## src/rtl/udp_tx_loader_if.sv

```systemverilog
// udp_tx_loader_if: app byte stream, payload RAM write port and sender
// control/status signals of the UDP transmit loader.
interface udp_tx_loader_if;
  logic [7:0]  app_data;
  logic        app_valid;
  logic        app_last;
  logic        app_ready;
  logic        ram_wr_en;
  logic [10:0] ram_wr_addr;
  logic [31:0] ram_wr_data;
  logic [15:0] tx_data_length;
  logic [15:0] tx_total_length;
  logic        send_trigger;
  logic [3:0]  tx_state;
  logic        frame_drop;

  modport master (
    output app_data, app_valid, app_last, tx_state,
    input  app_ready, ram_wr_en, ram_wr_addr, ram_wr_data,
    input  tx_data_length, tx_total_length, send_trigger, frame_drop
  );

  modport slave (
    input  app_data, app_valid, app_last, tx_state,
    output app_ready, ram_wr_en, ram_wr_addr, ram_wr_data,
    output tx_data_length, tx_total_length, send_trigger, frame_drop
  );
endinterface

```

## src/rtl/udp_tx_loader.sv

```systemverilog
// udp_tx_loader: packs app bytes big-endian into 32-bit payload RAM words,
// pads short frames, computes UDP/IP lengths and triggers the sender.
module udp_tx_loader #(
  parameter int MAX_BYTES     = 1472,
  parameter int MIN_PAYLOAD   = 18,
  parameter int START_TIMEOUT = 255
) (
  input  logic           e_rxc,
  input  logic           reset_n,
  udp_tx_loader_if.slave bus
);
  localparam logic [2:0] S_LOAD = 3'd0;
  localparam logic [2:0] S_PAD  = 3'd1;
  localparam logic [2:0] S_LEN  = 3'd2;
  localparam logic [2:0] S_TRIG = 3'd3;
  localparam logic [2:0] S_WST  = 3'd4;
  localparam logic [2:0] S_WDN  = 3'd5;

  localparam logic [10:0] LP_MAX = 11'(MAX_BYTES);
  localparam logic [10:0] LP_MIN = 11'(MIN_PAYLOAD);
  localparam logic [15:0] LP_TMO = 16'(START_TIMEOUT - 1);

  logic [2:0]  r_state;
  logic        r_rdy;
  logic [10:0] r_cnt;
  logic        r_ovf;
  logic [31:0] r_word;
  logic [10:0] r_nwords;
  logic [15:0] r_tmr;
  logic        r_wr_en;
  logic [10:0] r_wr_addr;
  logic [31:0] r_wr_data;
  logic [15:0] r_dlen;
  logic [15:0] r_tlen;
  logic        r_drop;

  logic        w_xfer;
  logic        w_ovf;
  logic [1:0]  w_lane;
  logic [31:0] w_word;
  logic [10:0] w_p;
  logic [10:0] w_need;

  assign bus.app_ready       = r_rdy & (r_state == S_LOAD);
  assign bus.ram_wr_en       = r_wr_en;
  assign bus.ram_wr_addr     = r_wr_addr;
  assign bus.ram_wr_data     = r_wr_data;
  assign bus.tx_data_length  = r_dlen;
  assign bus.tx_total_length = r_tlen;
  assign bus.send_trigger    = (r_state == S_TRIG);
  assign bus.frame_drop      = r_drop;

  assign w_xfer = bus.app_valid & bus.app_ready;
  assign w_lane = r_cnt[1:0];
  assign w_ovf  = r_ovf | (r_cnt == LP_MAX);
  assign w_p    = (r_cnt < LP_MIN) ? LP_MIN : r_cnt;
  assign w_need = (w_p + 11'd3) >> 2;

  // lane 0 restarts the word, so unused low lanes are always zero
  always_comb begin
    w_word = 32'h0;
    case (w_lane)
      2'd0:    w_word = {bus.app_data, 24'h0};
      2'd1:    w_word = {r_word[31:24], bus.app_data, 16'h0};
      2'd2:    w_word = {r_word[31:16], bus.app_data, 8'h0};
      default: w_word = {r_word[31:8], bus.app_data};
    endcase
  end

  always_ff @(posedge e_rxc or negedge reset_n) begin
    if (!reset_n) begin
      r_state   <= S_LOAD;
      r_rdy     <= 1'b0;
      r_cnt     <= 11'd0;
      r_ovf     <= 1'b0;
      r_word    <= 32'h0;
      r_nwords  <= 11'd0;
      r_tmr     <= 16'd0;
      r_wr_en   <= 1'b0;
      r_wr_addr <= 11'd0;
      r_wr_data <= 32'h0;
      r_dlen    <= 16'd0;
      r_tlen    <= 16'd0;
      r_drop    <= 1'b0;
    end else begin
      r_rdy   <= 1'b1;
      r_wr_en <= 1'b0;
      r_drop  <= 1'b0;
      case (r_state)
        S_LOAD: begin
          if (w_xfer) begin
            if (!w_ovf) begin
              r_word <= w_word;
              r_cnt  <= r_cnt + 11'd1;
              if (w_lane == 2'd3 || bus.app_last) begin
                r_wr_en   <= 1'b1;
                r_wr_addr <= {2'b00, r_cnt[10:2]};
                r_wr_data <= w_word;
              end
            end else begin
              r_ovf <= 1'b1;
            end
            if (bus.app_last) begin
              if (w_ovf) begin
                r_drop <= 1'b1;
                r_cnt  <= 11'd0;
                r_ovf  <= 1'b0;
              end else begin
                r_nwords <= {2'b00, r_cnt[10:2]} + 11'd1;
                r_state  <= S_PAD;
              end
            end
          end
        end
        S_PAD: begin
          if (r_nwords < w_need) begin
            r_wr_en   <= 1'b1;
            r_wr_addr <= r_nwords;
            r_wr_data <= 32'h0;
            r_nwords  <= r_nwords + 11'd1;
            if (r_nwords + 11'd1 >= w_need) r_state <= S_LEN;
          end else begin
            r_state <= S_LEN;
          end
        end
        S_LEN: begin
          r_dlen  <= {5'd0, w_p} + 16'd8;
          r_tlen  <= {5'd0, w_p} + 16'd28;
          r_tmr   <= 16'd0;
          r_state <= S_TRIG;
        end
        S_TRIG: r_state <= S_WST;
        S_WST: begin
          if (bus.tx_state != 4'd0) begin
            r_state <= S_WDN;
          end else if (r_tmr == LP_TMO) begin
            r_drop   <= 1'b1;
            r_cnt    <= 11'd0;
            r_ovf    <= 1'b0;
            r_nwords <= 11'd0;
            r_state  <= S_LOAD;
          end else begin
            r_tmr <= r_tmr + 16'd1;
          end
        end
        S_WDN: begin
          if (bus.tx_state == 4'd0) begin
            r_cnt    <= 11'd0;
            r_ovf    <= 1'b0;
            r_nwords <= 11'd0;
            r_state  <= S_LOAD;
          end
        end
        default: r_state <= S_LOAD;
      endcase
    end
  end
endmodule

```

## src/flat_wrapper.sv

```systemverilog
// flat-port wrapper written by rule: the top's interface ports become plain ports
module udp_tx_loader_flat 
#(
  parameter int MAX_BYTES     = 1472,
  parameter int MIN_PAYLOAD   = 18,
  parameter int START_TIMEOUT = 255
)
  (e_rxc, reset_n, bus_app_data, bus_app_valid, bus_app_last, bus_tx_state, bus_app_ready, bus_ram_wr_en, bus_ram_wr_addr, bus_ram_wr_data, bus_tx_data_length, bus_tx_total_length, bus_send_trigger, bus_frame_drop);
  udp_tx_loader_if bus_i ();
  input  logic e_rxc;
  input  logic reset_n;
  input wire logic [$bits(bus_i.app_data)-1:0] bus_app_data;
  input wire logic [$bits(bus_i.app_valid)-1:0] bus_app_valid;
  input wire logic [$bits(bus_i.app_last)-1:0] bus_app_last;
  input wire logic [$bits(bus_i.tx_state)-1:0] bus_tx_state;
  output wire logic [$bits(bus_i.app_ready)-1:0] bus_app_ready;
  output wire logic [$bits(bus_i.ram_wr_en)-1:0] bus_ram_wr_en;
  output wire logic [$bits(bus_i.ram_wr_addr)-1:0] bus_ram_wr_addr;
  output wire logic [$bits(bus_i.ram_wr_data)-1:0] bus_ram_wr_data;
  output wire logic [$bits(bus_i.tx_data_length)-1:0] bus_tx_data_length;
  output wire logic [$bits(bus_i.tx_total_length)-1:0] bus_tx_total_length;
  output wire logic [$bits(bus_i.send_trigger)-1:0] bus_send_trigger;
  output wire logic [$bits(bus_i.frame_drop)-1:0] bus_frame_drop;
  assign bus_i.app_data = bus_app_data;
  assign bus_i.app_valid = bus_app_valid;
  assign bus_i.app_last = bus_app_last;
  assign bus_i.tx_state = bus_tx_state;
  assign bus_app_ready = bus_i.app_ready;
  assign bus_ram_wr_en = bus_i.ram_wr_en;
  assign bus_ram_wr_addr = bus_i.ram_wr_addr;
  assign bus_ram_wr_data = bus_i.ram_wr_data;
  assign bus_tx_data_length = bus_i.tx_data_length;
  assign bus_tx_total_length = bus_i.tx_total_length;
  assign bus_send_trigger = bus_i.send_trigger;
  assign bus_frame_drop = bus_i.frame_drop;
  udp_tx_loader #(.MAX_BYTES(MAX_BYTES), .MIN_PAYLOAD(MIN_PAYLOAD), .START_TIMEOUT(START_TIMEOUT)) u_core (.e_rxc(e_rxc), .reset_n(reset_n), .bus(bus_i));
endmodule
```

## config.mk

```make
export PLATFORM = sky130hd
export DESIGN_NAME = udp_tx_loader_flat
export DESIGN_NICKNAME = d
export VERILOG_FILES = /design/src/rtl/udp_tx_loader_if.sv /design/src/rtl/udp_tx_loader.sv /design/src/flat_wrapper.sv
export SDC_FILE = /design/constraint.sdc
export NUM_CORES = 1
export LEC_CHECK = 0
export CAP_MARGIN = 20
export CORE_MARGIN = 10
export CORE_UTILIZATION = 56
export CTS_CLUSTER_SIZE = 24
export DETAILED_ROUTE_END_ITERATION = 10
export GPL_ROUTABILITY_DRIVEN = 1
export PLACE_DENSITY = 0.81
export SYNTH_ARGS = -nofsm -noshare
export SYNTH_HDL_FRONTEND = slang
export SYNTH_SLANG_ARGS = --single-unit
```

## constraint.sdc

```tcl
create_clock -name e_rxc -period 5.4 [get_ports e_rxc]
set_input_delay 1.35 -clock e_rxc [delete_from_list [all_inputs] [get_ports e_rxc]]
set_output_delay 1.35 -clock e_rxc [all_outputs]
set_load 0.02 [all_outputs]
```

Word-level counts from Yosys, hierarchy flattened
Index checks and enable logic that the tools add are counted.
{"block": "word_totals", "reg_bits": 152, "out_inout_bits": 79, "input_bits": 16, "word_cells": 119}
{"block": "classes", "add_sub_neg": 7, "reduce_logical": 15, "n_mux": 56, "eq_ne": 21, "bitwise": 4, "n_lt_le_gt_ge": 3}
{"cell": "$mux W11", "n": 16}
{"cell": "$mux W32", "n": 4}
{"cell": "$pmux W32 S3", "n": 1}
{"cell": "$pmux W32 S2", "n": 1}
{"cell": "$pmux W11 S4", "n": 1}
{"cell": "$pmux W11 S3", "n": 1}
{"cell": "$mux W16", "n": 2}
{"cell": "$pmux W16 S2", "n": 1}
{"cell": "$mux W3", "n": 8}
{"cell": "$add A11 B1 Y11 const B", "n": 2}
{"cell": "$pmux W11 S2", "n": 1}
{"cell": "$pmux W3 S6", "n": 1}
{"cell": "$add A16 B1 Y16 const B", "n": 1}
{"cell": "$eq A16 B8 Y1 const B", "n": 1}
{"cell": "$mux W1", "n": 16}
{"cell": "$add A11 B4 Y12 const B", "n": 1}
{"cell": "$add A11 B5 Y12 const B", "n": 1}
{"cell": "$add A11 B2 Y11 const B", "n": 1}
{"cell": "$eq A11 B11 Y1 const B", "n": 1}
{"cell": "$ge A11 B9 Y1", "n": 1}
{"cell": "$lt A11 B5 Y1 const B", "n": 1}
{"cell": "$lt A11 B9 Y1", "n": 1}
{"cell": "$add A9 B1 Y10 const B", "n": 1}
{"cell": "$ne A2 B2 Y1 const B", "n": 5}
{"cell": "24 further kinds", "n": 36}

Logic depth before layout (Yosys ltp)
{"block": "logic_depth", "depth_word": 7, "mapped_depth": 19, "mapped_depth_nobuf": 16}

Least setup slack after synthesis
No wires, ideal clock.
{"block": "synth_timing", "path_kind": "flip-flop to flip-flop", "start": "register u_core.r_cnt[5]", "end": "register u_core.r_wr_data[2], in the netlist u_core.bus.ram_wr_data[2]", "setup_time_ps": 121, "path_stages_with_launch": 18, "path_slack_ps": 1665, "t_arrival_ps": 3614, "cell_sequence": "dfrtp_1 buf_2 or4_1 nor3_2 a21oi_1 ha_1 nand4_1 xor2_1 ha_1 or2_2 o21a_1 a2bb2oi_1 o31ai_1 o21ai_0 and2_1 buf_2 buf_6 a22o_1"}
{"block": "synth_between", "elab_chain_cells": 6, "word_cells_on_any_way": 9, "classes_between": "add/sub: 1; order compare: 2; eq/ne: 3; mux: 1; bitwise: 1; reduce/logical: 1"}
{"element": "from (decl)", "line_no": "udp_tx_loader.sv:25", "rtl": "logic [10:0] r_cnt;"}
{"element": "from (signal assigned)", "line_no": "udp_tx_loader.sv:94", "rtl": "r_cnt <= r_cnt + 11'd1;"}
{"element": "$lt A11 B5 Y1", "line_no": "udp_tx_loader.sv:56", "rtl": "assign w_p = (r_cnt < LP_MIN) ? LP_MIN : r_cnt;"}
{"element": "$mux W11", "line_no": "udp_tx_loader.sv:56"}
{"element": "$add A11 B2 Y11", "line_no": "udp_tx_loader.sv:57", "rtl": "assign w_need = (w_p + 11'd3) >> 2;"}
{"element": "$lt A11 B9 Y1", "line_no": "udp_tx_loader.sv:116", "rtl": "if (r_nwords < w_need) begin"}
{"element": "$ne A2 B1 Y1 (no source line)"}
{"element": "$reduce_and A5 Y1 (no source line) (*)"}
{"element": "to (signal assigned)", "line_no": "udp_tx_loader.sv:98", "rtl": "r_wr_data <= w_word;"}
{"element": "to (decl)", "line_no": "udp_tx_loader.sv:32", "rtl": "logic [31:0] r_wr_data;"}
Mark *: on every way between the ends. The rest lies on a longest branch, timed or not.
A chain may end at the register's enable or synchronous reset.

Worst setup path in the final report
{"block": "layout_timing", "start": "register u_core.r_cnt[5]", "end": "register u_core.r_nwords[7]"}
{"block": "layout_between", "elab_chain_cells": 6, "word_cells_on_any_way": 14, "classes_between": "add/sub: 2; order compare: 2; eq/ne: 3; mux: 5; bitwise: 1; reduce/logical: 1"}
{"element": "$lt A11 B5 Y1", "line_no": "udp_tx_loader.sv:56"}
{"element": "$mux W11", "line_no": "udp_tx_loader.sv:56"}
{"element": "$add A11 B2 Y11", "line_no": "udp_tx_loader.sv:57"}
{"element": "$lt A11 B9 Y1", "line_no": "udp_tx_loader.sv:116"}
{"element": "$ne A2 B1 Y1 (no source line)"}
{"element": "$reduce_and A8 Y1 (no source line)"}
{"element": "to (signal assigned)", "line_no": "udp_tx_loader.sv:109", "rtl": "r_nwords <= {2'b00, r_cnt[10:2]} + 11'd1;"}
{"element": "to (signal assigned)", "line_no": "udp_tx_loader.sv:120", "rtl": "r_nwords <= r_nwords + 11'd1;"}
{"element": "to (decl)", "line_no": "udp_tx_loader.sv:28", "rtl": "logic [10:0] r_nwords;"}
Parallel ways exist; a longest one is shown, timed or not. The select of a mux whose other input is x is not followed.

==> flow_summary.ini <==
[detailed_routing]
wl_mm = 18.6
avgRoutedWirePerCell_um = 18.4
wl_met3_mm = 1.13
dr_wl_met2_mm = 9.34
drc = 0
ant_nets = 0
vias = 5934
highest-signal-layer = met4
dr.first_iter.drc_count = 547
drt-pass1-iter-count = 7
met1Wirelength_mm = 7.64
viasPerCell = 5.89

[synth]
synth_edf_count = 0
avgSynthCellArea_um2 = 9.39
synth_xor_area_share_pct = 5.41
synth_cell_type_count = 62
mappedNetlistArea_um2 = 7130
async_reset_ff_share_pct = 100
synth_ff_type = dfrtp_1
syn_inst = 759
yosysWarnings = 0
synthAdderAreaFrac_pct = 5.62
synth_top_family_by_area = compound AO/OA/AOI/OAI gates
yosysTopAreaCell = dfrtp_1
ys_ff_latch = 134
yosys.area.top_type_share_pct = 47.0
ys_top_cells_by_area = dfrtp_1 (47%), ha_1 (5.6%), nor2_1 (4.6%)
seq_area_frac_synth_pct = 47.0
synth_compound_area_share_pct = 19.5
synth.most_common_cell = dfrtp_1
yosys-top-cells-count = dfrtp_1 (134), nor2_1 (87), nand2_1 (82)
yosys.area_share.simple_pct = 16.8
synthMuxAreaShare_pct = 0.298

[sta]
slew_headroom_pct = 43.6
rsz0062_at_grt = no
fmax_mhz = 223
fin_crit_sh_pct = 83.1
fin_skew_ns = 0.00781
finalSetupViolCount = 0
finalCriticalPeriod_ns = 4.49
final-hold-violation-count = 0
slew_viol_final = 0
worst_slew_pin_slew_ns = 0.847
setup_tns_ns = 0

[worst_setup_path]
r2r-start = u_core.r_cnt[5]$_DFFE_PN0P_
ff2ff_path_depth = 14
cp-startpoint = u_core.r_cnt[5]$_DFFE_PN0P_
cp.depth = 14
cpMaxStageDelayCell = o311a_1
critPathLaunchType = register
worst-path-buf-inv = 0
critPathMostFrequentCell = o21ai_0
path_max_fanout = 21
crit_family = compound AO/OA/AOI/OAI gates
cp-end-kind = register
crit_arrival_ns = 4.81
crit_type = reg -> reg
crit_path_cell_trace = or4_1, nor3_2, a21oi_1, ha_1, nand3_1, o21ai_0, a21oi_1, ha_1, o21ai_0, o21ai_0, a311oi_1, o311a_1, o21ai_0, a22o_1
worst_path_largest_cell_delay_ns = 0.65
worstPathRequired_ns = 5.72

[floorplanning]
die_h_um = 133
die_w_um = 133
io-pin-count = 95
initial_core_util_pct = 56.7
core-area_um2 = 12600
rows = 41
die_area_um2 = 17600

[final_layout]
final_nets = 871
area_growth_pct = 21.7
multi_input_area_um2 = 3430
regArea_um2 = 3350
layout-drive-gt1-share_pct = 7.06
num-fill-cells = 995
n_antenna_cell = 0

[worst_hold_path]
worstHoldPathCells = 2
hp-start = u_core.bus.tx_data_length[9]$_DFFE_PN0P_
hold_class = reg -> reg

[placement]
hpwl_mm = 13.2
port_buffers = 86
routabilityCongestion = 0.927

[flow_run]
max-cap-violations = 0

[status]
status = finished clean

[global_route]
grt_util_all_layers_pct = 21.0
antenna_found_initial = 0
grt_pass1_vias = 5854
grt_max_degree = 65
grt-ovfl-total = 0
grt_pass1_wl_mm = 30.1

[clock_tree]
cts_hold_buf = 0
h-tree-depth = 4
postCtsResizedCells = 0
clock_latency_ns = 0.44
cts_inserted_buffers = 17
cts_setup_buffers = 0
cts.path.max_buffers = 2
ctsRootBufferMaster = clkbuf_16
clock_sinks = 134
cts_tree = built
path_clk_slew_ns = 0.06

[pwr]
vdd_drop_max_mv = 0.372
power_mw = 4.66
p_leak_nw = 3.70
power.density_nw_per_um2 = 537
-- flip-flops by register name (all words and copies together) (netlist names), 3 cells and up --
register and count:
u_core.bus.tx_total_length 10, u_core.bus.tx_data_length 12, u_core.bus.ram_wr_data 32, u_core.r_nwords 11, u_core.r_state 3, u_core.bus.ram_wr_addr 11
u_core.r_word 24, u_core.r_tmr 16, u_core.r_cnt 11
-- power breakdown --
group	internal (mW)	switching, mW	total (mW)
sequential	1.31	0.281	1.59
combinational	0.773	1.04	1.81
clock	0.790	0.458	1.25
total	2.88	1.78	4.66
-- cells by family (layout without fill, tap and decap cells) --
kind of cell / after synthesis / in the layout
adder cells (fa/ha/maj): 32 / 32
multiplexers: 2 / 2
AND/OR/NAND/NOR: 252 / 252
buffers and inverters: 82 / 152
AO/OA/AOI/OAI: 211 / 211
flip-flops: 134 / 134
other: 2 / 9
XOR/XNOR: 44 / 44
-- worst min-delay path, cell delays in order (launching register included) --
cell and delay (ns):
dfrtp_1 0.34, nand2_1 0.04, o21ai_0 0.06
-- metal layers --
metal / global-route usage, % / vias to the layer above
li1: - / 2778
met1: 25.2 / 2905
met3: 6.09 / 44
met4: 7.82 / 0
met5: 0 / -
met2: 34.9 / 207
-- layout by cell type, fill, tap and decap left out, types with 5 or more instances in the layout --
master           instances
dfrtp_1                134
or3_1                    6
o22ai_1                 13
nand4_1                  9
xnor2_1                 18
o21ai_1                  6
and2_1                   9
conb_1                   9
o2bb2ai_1               25
nand2_1                 82
clkbuf_16               17
inv_1                   24
nand3_1                 17
clkdlybuf4s50_1         85
buf_4                   10
o21ai_0                 49
nor2_1                  87
nor2b_1                  6
o31ai_1                  6
and4_1                   5
a22oi_1                 16
ha_1                    32
xor2_1                  26
nor3_1                   8
a21oi_1                 58
a31oi_1                  7
a22o_1                  10
-- stage by stage --
step           util, %  hold slack (ns)  setup slack (ns)  std cells  cell area (um^2)
6_report          69.0            0.474             0.911       1008              8680
5_1_grt           69.0            0.496             0.530       1008              8680
4_1_cts           68.8            0.484             0.973       1007              8650
3_5_place_dp      63.8            0.469             0.994        975              8010
3_3_place_gp      63.8            0.461              1.14        975              8010
2_1_floorplan        -            0.496              1.66        766              7160
-- final timing paths --
check	slack, ns	endpoint
setup reg to reg	0.91	u_core.r_nwords[7]$_DFFE_PN0P_
hold reg to reg	0.47	u_core.bus.tx_data_length[9]$_DFFE_PN0P_
setup / recovery	0.91	u_core.r_nwords[7]$_DFFE_PN0P_
min in group asynchronous	0.99	u_core.bus.tx_data_length[11]$_DFFE_PN0P_
max in group asynchronous	3.42	u_core.bus.ram_wr_addr[7]$_DFFE_PN0P_
hold / removal	0.47	u_core.bus.tx_data_length[9]$_DFFE_PN0P_
-- final cells by class --
cell class              instances  share of cell area [%]
repair buffers                 96                    11.0
inverters                      24                    1.04
well taps                     172                    2.48
clock inverters                13                    2.24
clock buffers                  19                    5.10
multi-input cells             550                    39.5
flip-flops and latches        134                    38.6
(Power assumes the default switching activity.)
